`src/rtl/display_pkg.sv`:
```
// Shared display constants and the blank-aware digit search used by the scan
// counter and the segment-data mux.
package display_pkg;

   localparam int   MAX_DIGITS   = 16;
   localparam logic ANODE_ACTIVE = 1'b0;

   typedef struct packed {
      logic       found;
      logic [3:0] next;
      logic       wrapped;
   } scan_next_t;

   // Candidates are visited sel+-1, sel+-2, ... mod n; sel itself is the last candidate.
   function automatic scan_next_t next_unblanked(
      input logic [3:0]            sel,
      input logic [MAX_DIGITS-1:0] mask,
      input logic                  dir,
      input logic [4:0]            n
   );
      scan_next_t r;
      int         c;
      r = '0;
      c = 0;
      for (int i = 1; i <= MAX_DIGITS; i++) begin
         if (!r.found && (i <= int'(n))) begin
            if (dir) c = int'(sel) + int'(n) - i;
            else     c = int'(sel) + i;
            if (c >= int'(n)) c = c - int'(n);
            if (!mask[c[3:0]]) begin
               r.found = 1'b1;
               r.next  = c[3:0];
            end
         end
      end
      if (r.found) r.wrapped = dir ? (r.next >= sel) : (r.next <= sel);
      return r;
   endfunction

endpackage

```
`src/rtl/scan_prescaler.sv`:
```
// Scan-rate prescaler: emits one step every PRESCALE enabled clock cycles.
module scan_prescaler
   import display_pkg::*;
#(
   parameter int PRESCALE = 4
) (
   input  logic clk,
   input  logic rst,
   input  logic en,
   output logic step
);

   localparam int CNT_W = (PRESCALE > 1) ? $clog2(PRESCALE) : 1;
   localparam logic [CNT_W-1:0] TERM = CNT_W'(PRESCALE - 1);

   logic [CNT_W-1:0] count_q;
   logic [CNT_W-1:0] count_d;

   assign step = en && (count_q == TERM);

   always_comb begin
      count_d = count_q;
      if (en) count_d = step ? '0 : count_q + CNT_W'(1);
   end

   always_ff @(posedge clk) begin
      if (rst) count_q <= '0;
      else     count_q <= count_d;
   end

endmodule

```
`src/rtl/digit_scan_counter.sv`:
```
// Seven-segment digit scanner: prescaled up/down digit select that skips
// blanked digits, with active-low anode decode and tick/wrap strobes.
module digit_scan_counter
   import display_pkg::*;
#(
   parameter  int NUM_DIGITS = 8,
   parameter  int PRESCALE   = 4,
   localparam int SEL_W      = $clog2(NUM_DIGITS)
) (
   input  logic                  clk,
   input  logic                  rst,
   input  logic                  en,
   input  logic                  dir,
   input  logic [NUM_DIGITS-1:0] blank_mask,
   output logic [SEL_W-1:0]      sel,
   output logic [NUM_DIGITS-1:0] anode_n,
   output logic                  tick,
   output logic                  wrap
);

   logic             step;
   scan_next_t       res;
   logic [SEL_W-1:0] sel_q, sel_d;
   logic             tick_q, tick_d;
   logic             wrap_q, wrap_d;
   logic             unused_next_bits;

   scan_prescaler #(.PRESCALE(PRESCALE)) u_prescaler (
      .clk  (clk),
      .rst  (rst),
      .en   (en),
      .step (step)
   );

   assign res = next_unblanked(4'(sel_q), MAX_DIGITS'(blank_mask), dir, 5'(NUM_DIGITS));
   assign unused_next_bits = ^res.next;

   // An all-blanked step still consumes the prescaler interval but leaves sel alone.
   always_comb begin
      sel_d  = sel_q;
      tick_d = 1'b0;
      wrap_d = 1'b0;
      if (step && res.found) begin
         sel_d  = res.next[SEL_W-1:0];
         tick_d = 1'b1;
         wrap_d = res.wrapped;
      end
   end

   always_ff @(posedge clk) begin
      if (rst) begin
         sel_q  <= '0;
         tick_q <= 1'b0;
         wrap_q <= 1'b0;
      end else begin
         sel_q  <= sel_d;
         tick_q <= tick_d;
         wrap_q <= wrap_d;
      end
   end

   always_comb begin
      anode_n = {NUM_DIGITS{~ANODE_ACTIVE}};
      for (int i = 0; i < NUM_DIGITS; i++) begin
         if ((SEL_W'(i) == sel_q) && !blank_mask[i]) anode_n[i] = ANODE_ACTIVE;
      end
   end

   assign sel  = sel_q;
   assign tick = tick_q;
   assign wrap = wrap_q;

endmodule

```
`config.mk`:
```
export PLATFORM = sky130hd
export DESIGN_NAME = digit_scan_counter
export DESIGN_NICKNAME = d
export VERILOG_FILES = /design/src/rtl/display_pkg.sv /design/src/rtl/scan_prescaler.sv /design/src/rtl/digit_scan_counter.sv
export SDC_FILE = /design/constraint.sdc
export NUM_CORES = 1
export LEC_CHECK = 0
export ABC_AREA = 0
export ABC_CLOCK_PERIOD_IN_PS = 8700
export BUFFER_PORTS_ARGS = -buffer_cell sky130_fd_sc_hd__buf_4
export CAP_MARGIN = 40
export CORE_MARGIN = 5
export CORE_UTILIZATION = 25
export DETAILED_ROUTE_END_ITERATION = 8
export GPL_TIMING_DRIVEN = 0
export HOLD_SLACK_MARGIN = 0.1
export PLACE_DENSITY_LB_ADDON = 0.3
export SETUP_SLACK_MARGIN = 0.05
export SLEW_MARGIN = 20
export SYNTH_ARGS = -nofsm -noshare
export SYNTH_HDL_FRONTEND = slang
export SYNTH_HIERARCHICAL = 1
export SYNTH_SLANG_ARGS = --single-unit
```
`constraint.sdc`:
```
create_clock -name clk -period 8.7 [get_ports clk]
set_input_delay 0.435 -clock clk [delete_from_list [all_inputs] [get_ports clk]]
set_output_delay 0.435 -clock clk [all_outputs]
set_load 0.005 [all_outputs]
```
Word level (Yosys, flattened, before mapping)
Index checks and enable logic that the tools add are counted.
- word-level logic and storage cells: 149
- register bits: 7
- output and inout port bits: 13
- input bits: 12
- add/sub/neg operators: 25
- order comparisons: 18
- mux-type cells: 72
- bitwise logic cells: 2
- reductions and logical operators: 20
- equal/unequal tests: 8
- operators with widths (kind ; count):
    $mux 32 ; 15
    $ge 32x5->1 const B ; 8
    $sub 32x4->32 const B ; 4
    $mux 5 ; 15
    $sub 32x3->32 const B ; 2
    $mux 4 ; 15
    $lt 4x5->1 const B ; 8
    $bmux 1 s4 ; 8
    $sub 32x2->32 const B ; 1
    $sub 32x5->32 const B ; 1
    $sub 4x4->4 const B ; 8
    $mux 1 ; 18
    $add 3x3->4 const B ; 4
    $eq 3x3->1 const A ; 4
    $logic_and 1x1->1 ; 10
    $add 3x2->4 const B ; 2
    $logic_not 1->1 ; 8
    $eq 2x3->1 const A ; 2
    $add 3x4->5 const B ; 1
    $add 3x1->4 const B ; 1
    $ge 4x3->1 ; 1
    $le 4x3->1 ; 1
    $eq 1x3->1 const A ; 1
    $logic_not 3->1 ; 1
    5 further kinds ; 6

Depth between registers and ports, before layout
Gate-level depths: netlist (run 1).
- depth after elaboration: 67
- gate-level depth with buffers: 17

Modules after synthesis
Netlist (run 1), hierarchy kept.
- by module, submodules not included (module ; cells an instance ; area an instance (µm²) ; instances):
    digit_scan_counter ; 180 ; 1654.1 ; 1
    scan_prescaler ; 9 ; 92.6 ; 1

Worst setup path after synthesis (run 1)
No wires, ideal clock.
- kind: register -> register
- from: register sel_q[0] (netlist: sel[0])
- to: register wrap_q (netlist: wrap)
- setup slack: 4.700 ns
- buffers on the path: 2
- data arrival time: 3.930 ns
- period minus slack after synthesis: 4.000 ns
- stages on the path, launching flop included: 17
- cells stage by stage: dfxtp_1 > buf_6 > buf_6 > inv_1 > ha_1 > xnor2_2 > mux4_2 > a311oi_1 > a2111oi_1 > nor4_2 > mux2i_1 > ha_1 > a21o_1 > a21oi_1 > a31oi_1 > or3_1 > a21oi_1
- RTL lines (element ; RTL line ; source):
    start, declared ; digit_scan_counter.sv:23 ; logic [SEL_W-1:0] sel_q, sel_d;
    start signal, assigned ; digit_scan_counter.sv:56 ; sel_q <= sel_d;
    end signal, assigned ; digit_scan_counter.sv:58 ; wrap_q <= wrap_d;
    end, declared ; digit_scan_counter.sv:25 ; logic wrap_q, wrap_d;

==> results.ini, run 1 <==
[clocking]
worst_skew_pair.late_latency_ps=220
clock_path_buffers=2
cts_resized=0
clock_sinks=7
cts_buffers=3
post-cts-setup-buffers=0
path_clk_slew_ps=40
htree_levels=1
tritoncts=yes
root_buffer=clkbuf_8
holdBufCountCts=0

[timing]
period_share_pct=55.3
rsz0062_at_grt=no
relSlewSlack_pct=62.4
finalSetupViolations=0
period_minus_slack_ps=4810
fin_worst_skew_ps=1.48
clock.fmax_mhz=208
tns_ps=0
worst_pin_slew_ps=564
fin_ws_ps=3890
hold_viol=0
drv_slew=0

[power]
seqPwrFrac_pct=20.3
power_density_nw_per_um2=80.1
clkPwrFrac_pct=26.8
leakage_nw=0.817
ir_worst_vdd_mv=0.0281
p_total_w=0.000167
pwr-share-comb_pct=52.9
power.internal_w=0.000105
p_sw_w=0.0000623
switching_share_pct=37.3

[placement]
post-place-ws_ps=3820
portBuffers=23
place_inst=308
routabilityCongestion=0.825
place.detailed.hpwl_um=3890

[routing]
drt-pass1-iter-count=4
drt-initial-drc-count=111
vias=1578
drtAntennaViolNets=0
wl_um=4800
vias_per_cell=5.06
wl_per_cell_um=15.4
drc=0

[cells_and_area]
fill_cells=706
layout-drive-gt1-share_pct=30.1
area_growth_pct=19.3
final_cells=312
n_antenna_cell=0
finalNetCount=243

[synthesis]
ys_ff_latch=7
synth_area_um2=1750
syn-mean-instance-area_um2=9.24
yosys-top-cells-area=mux2i_1, ha_1, dfxtp_1
async_reset_ff_share_pct=0
synth_flop_cell=dfxtp_1
synth_edf_count=0
yosysTopAreaCell=mux2i_1
yosysTopAreaCellShare_pct=12.6
yosysMostFrequentCell=mux2i_1
syn_inst=189
yosysSeqAreaShare_pct=8.02
synth_nets=215
yosysWarnings=6
yosys-top-cells-count=mux2i_1, nor2_1, ha_1
yosys.cell_types.count=56

[die]
die_w_um=93.6
ioPinCount=25
core_um2=6790
die_area_um2=8760
die_h_um=93.6
row_count=30
start_util_pct=25.7

[hold_path]
hold_start=rst
whs_path_depth=2
holdPathEnd=u_prescaler/count_q[0]$_SDFFE_PP0P_
hold_class=in2reg

[critical_path]
worstPathArrival_ps=4970
end_kind=register
critPathRequiredTime_ps=8860
path_max_fanout=10
reg2reg_depth=17
r2r_slack_ps=3890
r2r-start=sel[2]$_SDFFE_PP0P_
worstReg2RegEnd=wrap$_SDFF_PP0_
cp-start-kind=register
critPathKind=reg2reg

[grt]
grt_max_degree=14
antenna_found_initial=0
first_global_vias=1509
grt_overflow=0
track_usage_pct=11.1
grt_pass1_wl_um=7910

[flow_run]
maxCapViolCount=0

[outcome]
outcome=finished, final reports clean

-- cell type report --
type	instances	area, µm²	share of cell area, %
multi-input cells	166	1510	72.5
repair buffers	23	173	8.28
flip-flops and latches	7	140	6.72
well taps	96	120	5.76
plain buffers	8	65.1	3.12
clock buffers	4	45.0	2.16
inverters	8	30.0	1.44
-- power groups by stage --
stage / Combinational (W) / Clock (W) / Sequential (W)
after floorplan: 0.0000665 / 0 / 0.0000343
after global placement: 0.0000876 / 0 / 0.0000345
after detailed placement: 0.0000882 / 0 / 0.0000345
after CTS: 0.0000885 / 0.0000459 / 0.0000340
after global routing: 0.0000972 / 0.0000478 / 0.0000340
final: 0.0000882 / 0.0000447 / 0.0000339
-- worst max path at each step --
stage | from | endpoint | slack [ps] | depth (start not counted)
after floorplan | sel[0]$_SDFFE_PP0P_ | wrap$_SDFF_PP0_ | 4700 | 16
after global placement | sel[2]$_SDFFE_PP0P_ | wrap$_SDFF_PP0_ | 3880 | 17
after detailed placement | sel[2]$_SDFFE_PP0P_ | wrap$_SDFF_PP0_ | 3820 | 17
after CTS | sel[2]$_SDFFE_PP0P_ | wrap$_SDFF_PP0_ | 3830 | 17
after global routing | sel[2]$_SDFFE_PP0P_ | wrap$_SDFF_PP0_ | 3430 | 17
final | sel[2]$_SDFFE_PP0P_ | wrap$_SDFF_PP0_ | 3890 | 17
-- flip-flops by register name, indices dropped and copies added (netlist names) --
register / count
u_prescaler/count_q: 2
tick: 1
wrap: 1
sel: 3
-- per-stage QoR --
stage          utilization (%)  hold WS, ps  instance area, µm²
6_report                  30.7          411                2080
5_1_grt                   30.7          420                2080
4_1_cts                   30.7          410                2080
3_5_place_dp              30.0          480                2040
3_3_place_gp              30.0          475                2040
2_1_floorplan                -          452                1750
-- cell usage in the layout, fill, tap and decap left out, types with 5 or more instances in the layout --
cell,synthesis,layout
ha_1,14,14
mux2i_1,22,22
buf_4,1,24
dfxtp_1,7,7
nor2_1,18,18
nand2_1,11,11
mux2_2,9,9
a21oi_1,13,13
mux4_2,5,5
inv_1,7,7
-- layer usage --
layer / part of all wire [%] / vias to the layer above / track usage, %
met4: 3.8 / 0 / 3.97
met2: 45 / 46 / 17.9
met5: 0 / - / 0
met3: 4.9 / 12 / 1.21
li1: - / 781 / -
met1: 46 / 739 / 15.4
-- worst max-delay path: stages (launching register included) --
cell and delay [ps]:
dfxtp_1 380, buf_4 190, clkbuf_1 440, inv_1 340, ha_1 460, xor2_4 310
mux2i_1 180, mux2i_2 400, o211ai_4 210, a2111oi_1 460, nor4_2 140, mux2i_1 190
ha_1 280, a21o_1 160, a21oi_1 130, a31oi_1 50, or3_1 300, a21oi_1 120
-- kinds of logic after synthesis --
group                      Yosys count  share of synthesized area, %
AOI/OAI and AO/OA                   41                          17.5
buffers and inverters               16                          5.44
DFF                                  7                          8.02
xor gates and xnor gates             6                          5.37
and+or+nand+nor                     59                          18.5
adders and majority gates           14                          10.0
muxes                               46                          35.2
No activity file was read; power rests on OpenSTA's default activity.
==> run 2: changes to the inputs <==
--- a/config.mk
+++ b/config.mk
@@ -6,7 +6,7 @@
 export NUM_CORES = 1
 export LEC_CHECK = 0
 export ABC_AREA = 0
-export ABC_CLOCK_PERIOD_IN_PS = 8700
+export ABC_CLOCK_PERIOD_IN_PS = 4900
 export BUFFER_PORTS_ARGS = -buffer_cell sky130_fd_sc_hd__buf_4
 export CAP_MARGIN = 40
 export CORE_MARGIN = 5
==> constraint.sdc (replaced) <==
create_clock -name clk -period 4.9 [get_ports clk]
set_input_delay 0.245 -clock clk [delete_from_list [all_inputs] [get_ports clk]]
set_output_delay 0.245 -clock clk [all_outputs]
set_load 0.005 [all_outputs]
==> run 2 against run 1 <==
Sequential cell count unchanged. Total power increased by 79%. Count of clock-buffer cells in the layout unchanged. Cell count decreased by 0.32%. Global-route usage decreased by 0.067 points. Combinational power increased by 79%. Sequential share of layout area about the same. Cell area increased by 0.36%. Non-clock buffer count decreased by 1. Utilization increased by 0.11 points. Register-to-register slack got worse by 3600 ps. Highest routed layer unchanged.
==> results.ini, run 2 (synthesis results as in run 1) <==
[timing]
fin_worst_skew_ps=1.57  ; +0.0875 ps
finalSetupViolations=0  ; unchanged
clock.fmax_mhz=218  ; +4.7%
period_share_pct=93.8  ; +38 points
tns_ps=0  ; unchanged
hold_viol=0  ; unchanged
period_minus_slack_ps=4600  ; -215 ps
worst_pin_slew_ps=558  ; -6.04 ps
drv_slew=0  ; unchanged
rsz0062_at_grt=no
relSlewSlack_pct=62.8  ; +0.40 points

[power]
ir_worst_vdd_mv=0.0499  ; +78%
p_total_w=0.000298  ; +79%
leakage_nw=0.817  ; about the same
power_density_nw_per_um2=142  ; +78%

[clocking]
worst_skew_pair.late_latency_ps=220  ; about the same
tritoncts=yes
root_buffer=clkbuf_8
holdBufCountCts=0  ; unchanged
htree_levels=1  ; unchanged
clock_path_buffers=2  ; unchanged
post-cts-setup-buffers=0  ; unchanged
cts_buffers=3  ; unchanged
clock_sinks=7  ; unchanged
path_clk_slew_ps=40  ; about the same

[routing]
vias_per_cell=5.09  ; +0.64%
wl_per_cell_um=15.5  ; +0.80%
drc=0  ; unchanged
drtAntennaViolNets=0  ; unchanged
wl_um=4830  ; +0.48%
drt-initial-drc-count=119  ; +7.2%
vias=1583  ; +0.32%
drt-pass1-iter-count=4  ; unchanged

[cells_and_area]
layout_commonest_cell=buf_4
finalNetCount=242  ; -0.41%
fill_cells=707  ; +0.14%
largest_reg_flops=3  ; unchanged
mostFrequentLayoutCells=buf_4, mux2i_1, nor2_1, ha_1, a21oi_1
layout-drive-gt1-share_pct=30.2  ; +0.14 points
n_antenna_cell=0  ; unchanged
area_growth_pct=19.8

[die]
core_um2=6790  ; unchanged
die_area_um2=8760  ; unchanged
row_count=30  ; unchanged
die_h_um=93.6  ; unchanged
die_w_um=93.6  ; unchanged
start_util_pct=25.7  ; unchanged
ioPinCount=25  ; unchanged

[critical_path]
reg2reg_depth=16  ; -1
worstReg2RegEnd=wrap$_SDFF_PP0_
critPathKind=reg2reg
cp-start-kind=register
slowest_delay_ps=670  ; +210 ps
crit_chain=buf_6 > buf_6 > inv_1 > ha_1 > xnor2_4 > mux4_2 > a311oi_1 > a2111oi_1 > nor4_2 > mux2i_1 > ha_1 > a21o_1 > a21oi_1 > a31oi_1 > or3_1 > a21oi_1
r2r_slack_ps=300  ; -3580 ps
path_max_fanout=10  ; unchanged
slowest_stage=mux4_2
end_kind=register
r2r-start=sel[0]$_SDFFE_PP0P_
worstPathArrival_ps=4750  ; -220 ps
critPathRequiredTime_ps=5060  ; -3800 ps

[grt]
grt_overflow=0  ; unchanged
first_global_vias=1500  ; -0.60%
grt_max_degree=15  ; +1
grt_pass1_wl_um=7870  ; -0.52%
antenna_found_initial=0  ; unchanged
track_usage_pct=11.1  ; -0.067 points

[hold_path]
hold_start=rst
hold_class=in2reg
whs_path_depth=2  ; unchanged
holdPathEnd=u_prescaler/count_q[0]$_SDFFE_PP0P_

[flow_run]
maxCapViolCount=0  ; unchanged

[placement]
portBuffers=23  ; unchanged
routabilityCongestion=0.825  ; unchanged
place.detailed.hpwl_um=3890  ; unchanged

[outcome]
outcome=finished, final reports clean

-- run 2: changes by cell type in the layout (fill, tap and decap cells not counted), sizes merged --
cell    delta
clkbuf     -1
-- run 2: stage by stage --
stage | util, % | cell area (µm²) | setup WS [ps] | std cells | hold WS, ps
3_5_place_dp | 30.0 | 2040 | 21.4 | 308 | 454
6_report | 30.8 | 2090 | 304 | 311 | 222
5_1_grt | 30.8 | 2090 | 36.6 | 311 | 230
2_1_floorplan | - | 1750 | 900 | 189 | 314
3_3_place_gp | 30.0 | 2040 | 78.0 | 308 | 454
4_1_cts | 30.6 | 2080 | 182 | 311 | 220
-- run 2: what timing repair did --
| item | in CTS | in global routing |
|---|---|---|
| pin swaps | 0 | 1 |
| setup endpoints to repair | 1 | 1 |
| resized for setup | 0 | 1 |
-- run 2: critical path, delay by kind of cell (launching register included) --
| kind | cells | cell delay [ps] |
|---|---|---|
| compound gates | 6 | 840 |
| xor+xnor | 1 | 350 |
| fa+ha+maj | 2 | 840 |
| buf+inv | 3 | 500 |
| flops | 1 | 450 |
| mux | 2 | 830 |
| simple gates | 2 | 720 |
-- run 2: worst max path at each step --
stage                                   start               to  cells after the start
final                     sel[0]$_SDFFE_PP0P_  wrap$_SDFF_PP0_                     16
after global routing      sel[0]$_SDFFE_PP0P_  wrap$_SDFF_PP0_                     16
after CTS                 sel[0]$_SDFFE_PP0P_  wrap$_SDFF_PP0_                     16
after detailed placement  sel[2]$_SDFFE_PP0P_  wrap$_SDFF_PP0_                     17
after global placement    sel[2]$_SDFFE_PP0P_  wrap$_SDFF_PP0_                     17
after floorplan           sel[0]$_SDFFE_PP0P_  wrap$_SDFF_PP0_                     16
-- run 2: power breakdown --
group / leakage (nW) / internal, W / switching [W]
sequential: 0.0568 / 0.0000590 / 0.00000129
combinational: 0.737 / 0.0000713 / 0.0000870
clock: 0.0228 / 0.0000561 / 0.0000233
-- run 2: final cells by class --
cell class                 count  area, µm²  area share, %
buffer                         7       61.3           2.93
clock buffer                   4       45.0           2.15
inverter                       8       30.0           1.44
multi-input combinational    166       1520           72.8
sequential                     7        140           6.70
tap                           96        120           5.74
timing repair buffer          23        173           8.25
-- run 2: per-layer routing --
layer / wire length, µm / GRT usage, % / vias to the layer above
met5: 0 / 0 / -
met4: 133 / 3.01 / 0
met3: 202 / 1.21 / 10
met2: 2210 / 18.2 / 41
met1: 2280 / 15.3 / 752
li1: - / - / 780
==> run 3: changes to the inputs <==
--- a/config.mk
+++ b/config.mk
@@ -6,14 +6,16 @@
 export NUM_CORES = 1
 export LEC_CHECK = 0
 export ABC_AREA = 0
-export ABC_CLOCK_PERIOD_IN_PS = 4900
+export ABC_CLOCK_PERIOD_IN_PS = 3920
 export BUFFER_PORTS_ARGS = -buffer_cell sky130_fd_sc_hd__buf_4
 export CAP_MARGIN = 40
+export CORE_ASPECT_RATIO = 1.4
 export CORE_MARGIN = 5
 export CORE_UTILIZATION = 25
 export DETAILED_ROUTE_END_ITERATION = 8
 export GPL_TIMING_DRIVEN = 0
 export HOLD_SLACK_MARGIN = 0.1
+export MAX_ROUTING_LAYER = met4
 export PLACE_DENSITY_LB_ADDON = 0.3
 export SETUP_SLACK_MARGIN = 0.05
 export SLEW_MARGIN = 20
==> constraint.sdc (replaced) <==
create_clock -name clk -period 3.92 [get_ports clk]
set_input_delay 0.196 -clock clk [delete_from_list [all_inputs] [get_ports clk]]
set_output_delay 0.196 -clock clk [all_outputs]
set_load 0.005 [all_outputs]
==> run 3 against run 2 <==
Clock power increased by 25%. Setup slack got worse by 190 ps. Wire length rose by 15%. Sequential cell count is the same. Utilization grew 5.2 points. Worst hold slack got worse by 54 ps. Largest power group unchanged. Global-route usage grew 2.2 points. Critical path depth is 1 higher. Fmax increased by 21%. Non-clock buffer count increased by 18. Via count rose by 5.5%. Cell count up 5.5%.
==> results.ini, run 3 (synthesis results as in run 1) <==
[outcome]
outcome=finished, final reports clean

[clocking]
path_clk_slew_ps=40  ; about the same
root_buffer=clkbuf_8
clock_sinks=7  ; unchanged
clock_path_buffers=2  ; unchanged
htree_levels=1  ; unchanged
tritoncts=yes
cts_buffers=3  ; unchanged
worst_skew_pair.late_latency_ps=230  ; about the same

[cells_and_area]
fill_cells=706  ; -0.14%
finalNetCount=260  ; +7.4%
largest_reg_flops=3  ; unchanged
multi_input_area_um2=1730  ; +14%
fin_area_um2=2480  ; +18%
seq_area_um2=148  ; +5.4%
area_growth_pct=41.9
layout-drive-gt1-share_pct=45.1  ; +15 points
final_cells=328  ; +5.5%
mostFrequentLayoutCells=buf_4, mux2i_1, nor2_1, nand2_1, a21oi_1
layout_commonest_cell=buf_4
n_antenna_cell=0  ; unchanged

[routing]
drtAntennaViolNets=0  ; unchanged
drc=0  ; unchanged
vias_per_cell=5.09  ; about the same
drt-pass1-iter-count=4  ; unchanged
drt-initial-drc-count=85  ; -29%
wl_um=5540  ; +15%
wl_per_cell_um=16.9  ; +8.9%
vias=1670  ; +5.5%

[power]
leakage_nw=0.926  ; +13%
switching_share_pct=38.7  ; +1.3 points
ir_worst_vdd_mv=0.191  ; +280%
p_sw_w=0.000168  ; +50%
pwr-share-comb_pct=59.9  ; +6.8 points
power.internal_w=0.000265  ; +42%
p_total_w=0.000433  ; +45%
seqPwrFrac_pct=17.1  ; -3.1 points
power_density_nw_per_um2=175  ; +23%
clkPwrFrac_pct=23.0  ; -3.6 points

[placement]
routabilityCongestion=0.917  ; +11%
place_area_um2=2050  ; +0.67%
place_inst=307  ; -0.32%
portBuffers=23  ; unchanged
place.detailed.hpwl_um=4100  ; +5.4%

[timing]
fin_worst_skew_ps=1.43  ; -0.142 ps
drv_slew=0  ; unchanged
clock.fmax_mhz=262  ; +21%
period_minus_slack_ps=3810  ; -786 ps
finalSetupViolations=0  ; unchanged
tns_ps=0  ; unchanged
hold_viol=0  ; unchanged
relSlewSlack_pct=55.6  ; -7.2 points
worst_pin_slew_ps=666  ; +108 ps
rsz0062_at_grt=yes
hold_slack_ps=168  ; -53.9 ps
period_share_pct=97.2  ; +3.4 points

[die]
die_h_um=109  ; +16%
die_area_um2=8780  ; +0.28%
core_um2=6890  ; +1.4%
die_w_um=80.6  ; -14%
row_count=36  ; +20%
ioPinCount=25  ; unchanged
start_util_pct=25.3  ; -0.36 points

[critical_path]
slowest_stage=dfxtp_4
crit_chain=buf_6 > clkbuf_16 > clkinvlp_4 > ha_4 > xor2_4 > mux2i_4 > buf_4 > nor2_1 > o2111a_2 > nor4_4 > mux2i_1 > ha_1 > a21o_1 > a21oi_2 > a31oi_1 > or3_1 > a21oi_2
path_max_fanout=10  ; unchanged
critPathKind=reg2reg
cp_top_family=simple AND/OR/NAND/NOR gates
slowest_delay_ps=360  ; -310 ps
path_depth=17  ; +1
cp-start-kind=register
critPathRequiredTime_ps=4080  ; -980 ps
end_kind=register
cpMostUsedCell=a21oi_2
worstPathArrival_ps=3970  ; -780 ps
critPathBufInv=4  ; +1
reg2reg_depth=17  ; +1

[grt]
grt_max_degree=15  ; unchanged
grt_overflow=0  ; unchanged
antenna_found_initial=0  ; unchanged
first_global_vias=1724  ; +15%
track_usage_pct=13.2  ; +2.2 points
grt_pass1_wl_um=8780  ; +12%

[flow_run]
maxCapViolCount=0  ; unchanged

[hold_path]
hold_class=in2reg
whs_path_depth=2  ; unchanged

[run 3: cell count changes in the layout (fill, tap and decap cells not counted), sizes merged]
cell and change:
clkbuf +1, clkinvlp +2, buf +17, inv -2
[run 3: per-stage QoR]
stage                     worst slack [ps]  utilization (%)
after global routing                 -92.4             36.0
after detailed placement              -603             29.8
after CTS                             61.3             34.4
after global placement                -583             29.8
final                                  110             36.0
after floorplan                       73.6                -
[run 3: layout make-up]
| type | instances | area share [%] |
|---|---|---|
| clock buffers | 4 | 1.82 |
| flip-flops and latches | 7 | 5.96 |
| inverters | 8 | 1.51 |
| multi-input cells | 166 | 70.0 |
| well taps | 95 | 4.80 |
| repair buffers | 41 | 12.4 |
| plain buffers | 7 | 3.53 |
[run 3: timing repair]
action                     in CTS  in global routing
hold buffers                    0                  0
pin swaps                       7                  6
setup endpoints to repair       1                  1
cloned                          0                  0
setup buffers                  12                  6
gates resized for setup        33                 11
[run 3: final timing paths]
check                                                      endpoint                           startpoint  slack [ps]
worst max-delay path                                wrap$_SDFF_PP0_                  sel[2]$_SDFFE_PP0P_         110
worst min-delay path            u_prescaler/count_q[0]$_SDFFE_PP0P_                                  rst         170
worst min register to register  u_prescaler/count_q[0]$_SDFFE_PP0P_  u_prescaler/count_q[0]$_SDFFE_PP0P_         480
worst max register to register                      wrap$_SDFF_PP0_                  sel[2]$_SDFFE_PP0P_         110
[run 3: power by group through the flow]
| stage | clock [W] | combinational (W) | sequential (W) |
|---|---|---|---|
| 5_1_grt | 0.000110 | 0.000279 | 0.0000743 |
| 3_5_place_dp | 0 | 0.000199 | 0.0000764 |
| 3_3_place_gp | 0 | 0.000198 | 0.0000763 |
| 2_1_floorplan | 0 | 0.000149 | 0.0000761 |
| 4_1_cts | 0.000105 | 0.000237 | 0.0000741 |
| 6_report | 0.0000996 | 0.000259 | 0.0000741 |
[run 3: layer usage]
metal,vias to the layer above,track usage [%],wire length (µm)
li1,813,-,-
met1,813,15.5,2270
met2,33,23.6,2980
met3,11,0.826,106
met4,0,4.71,191
met5,-,-,0
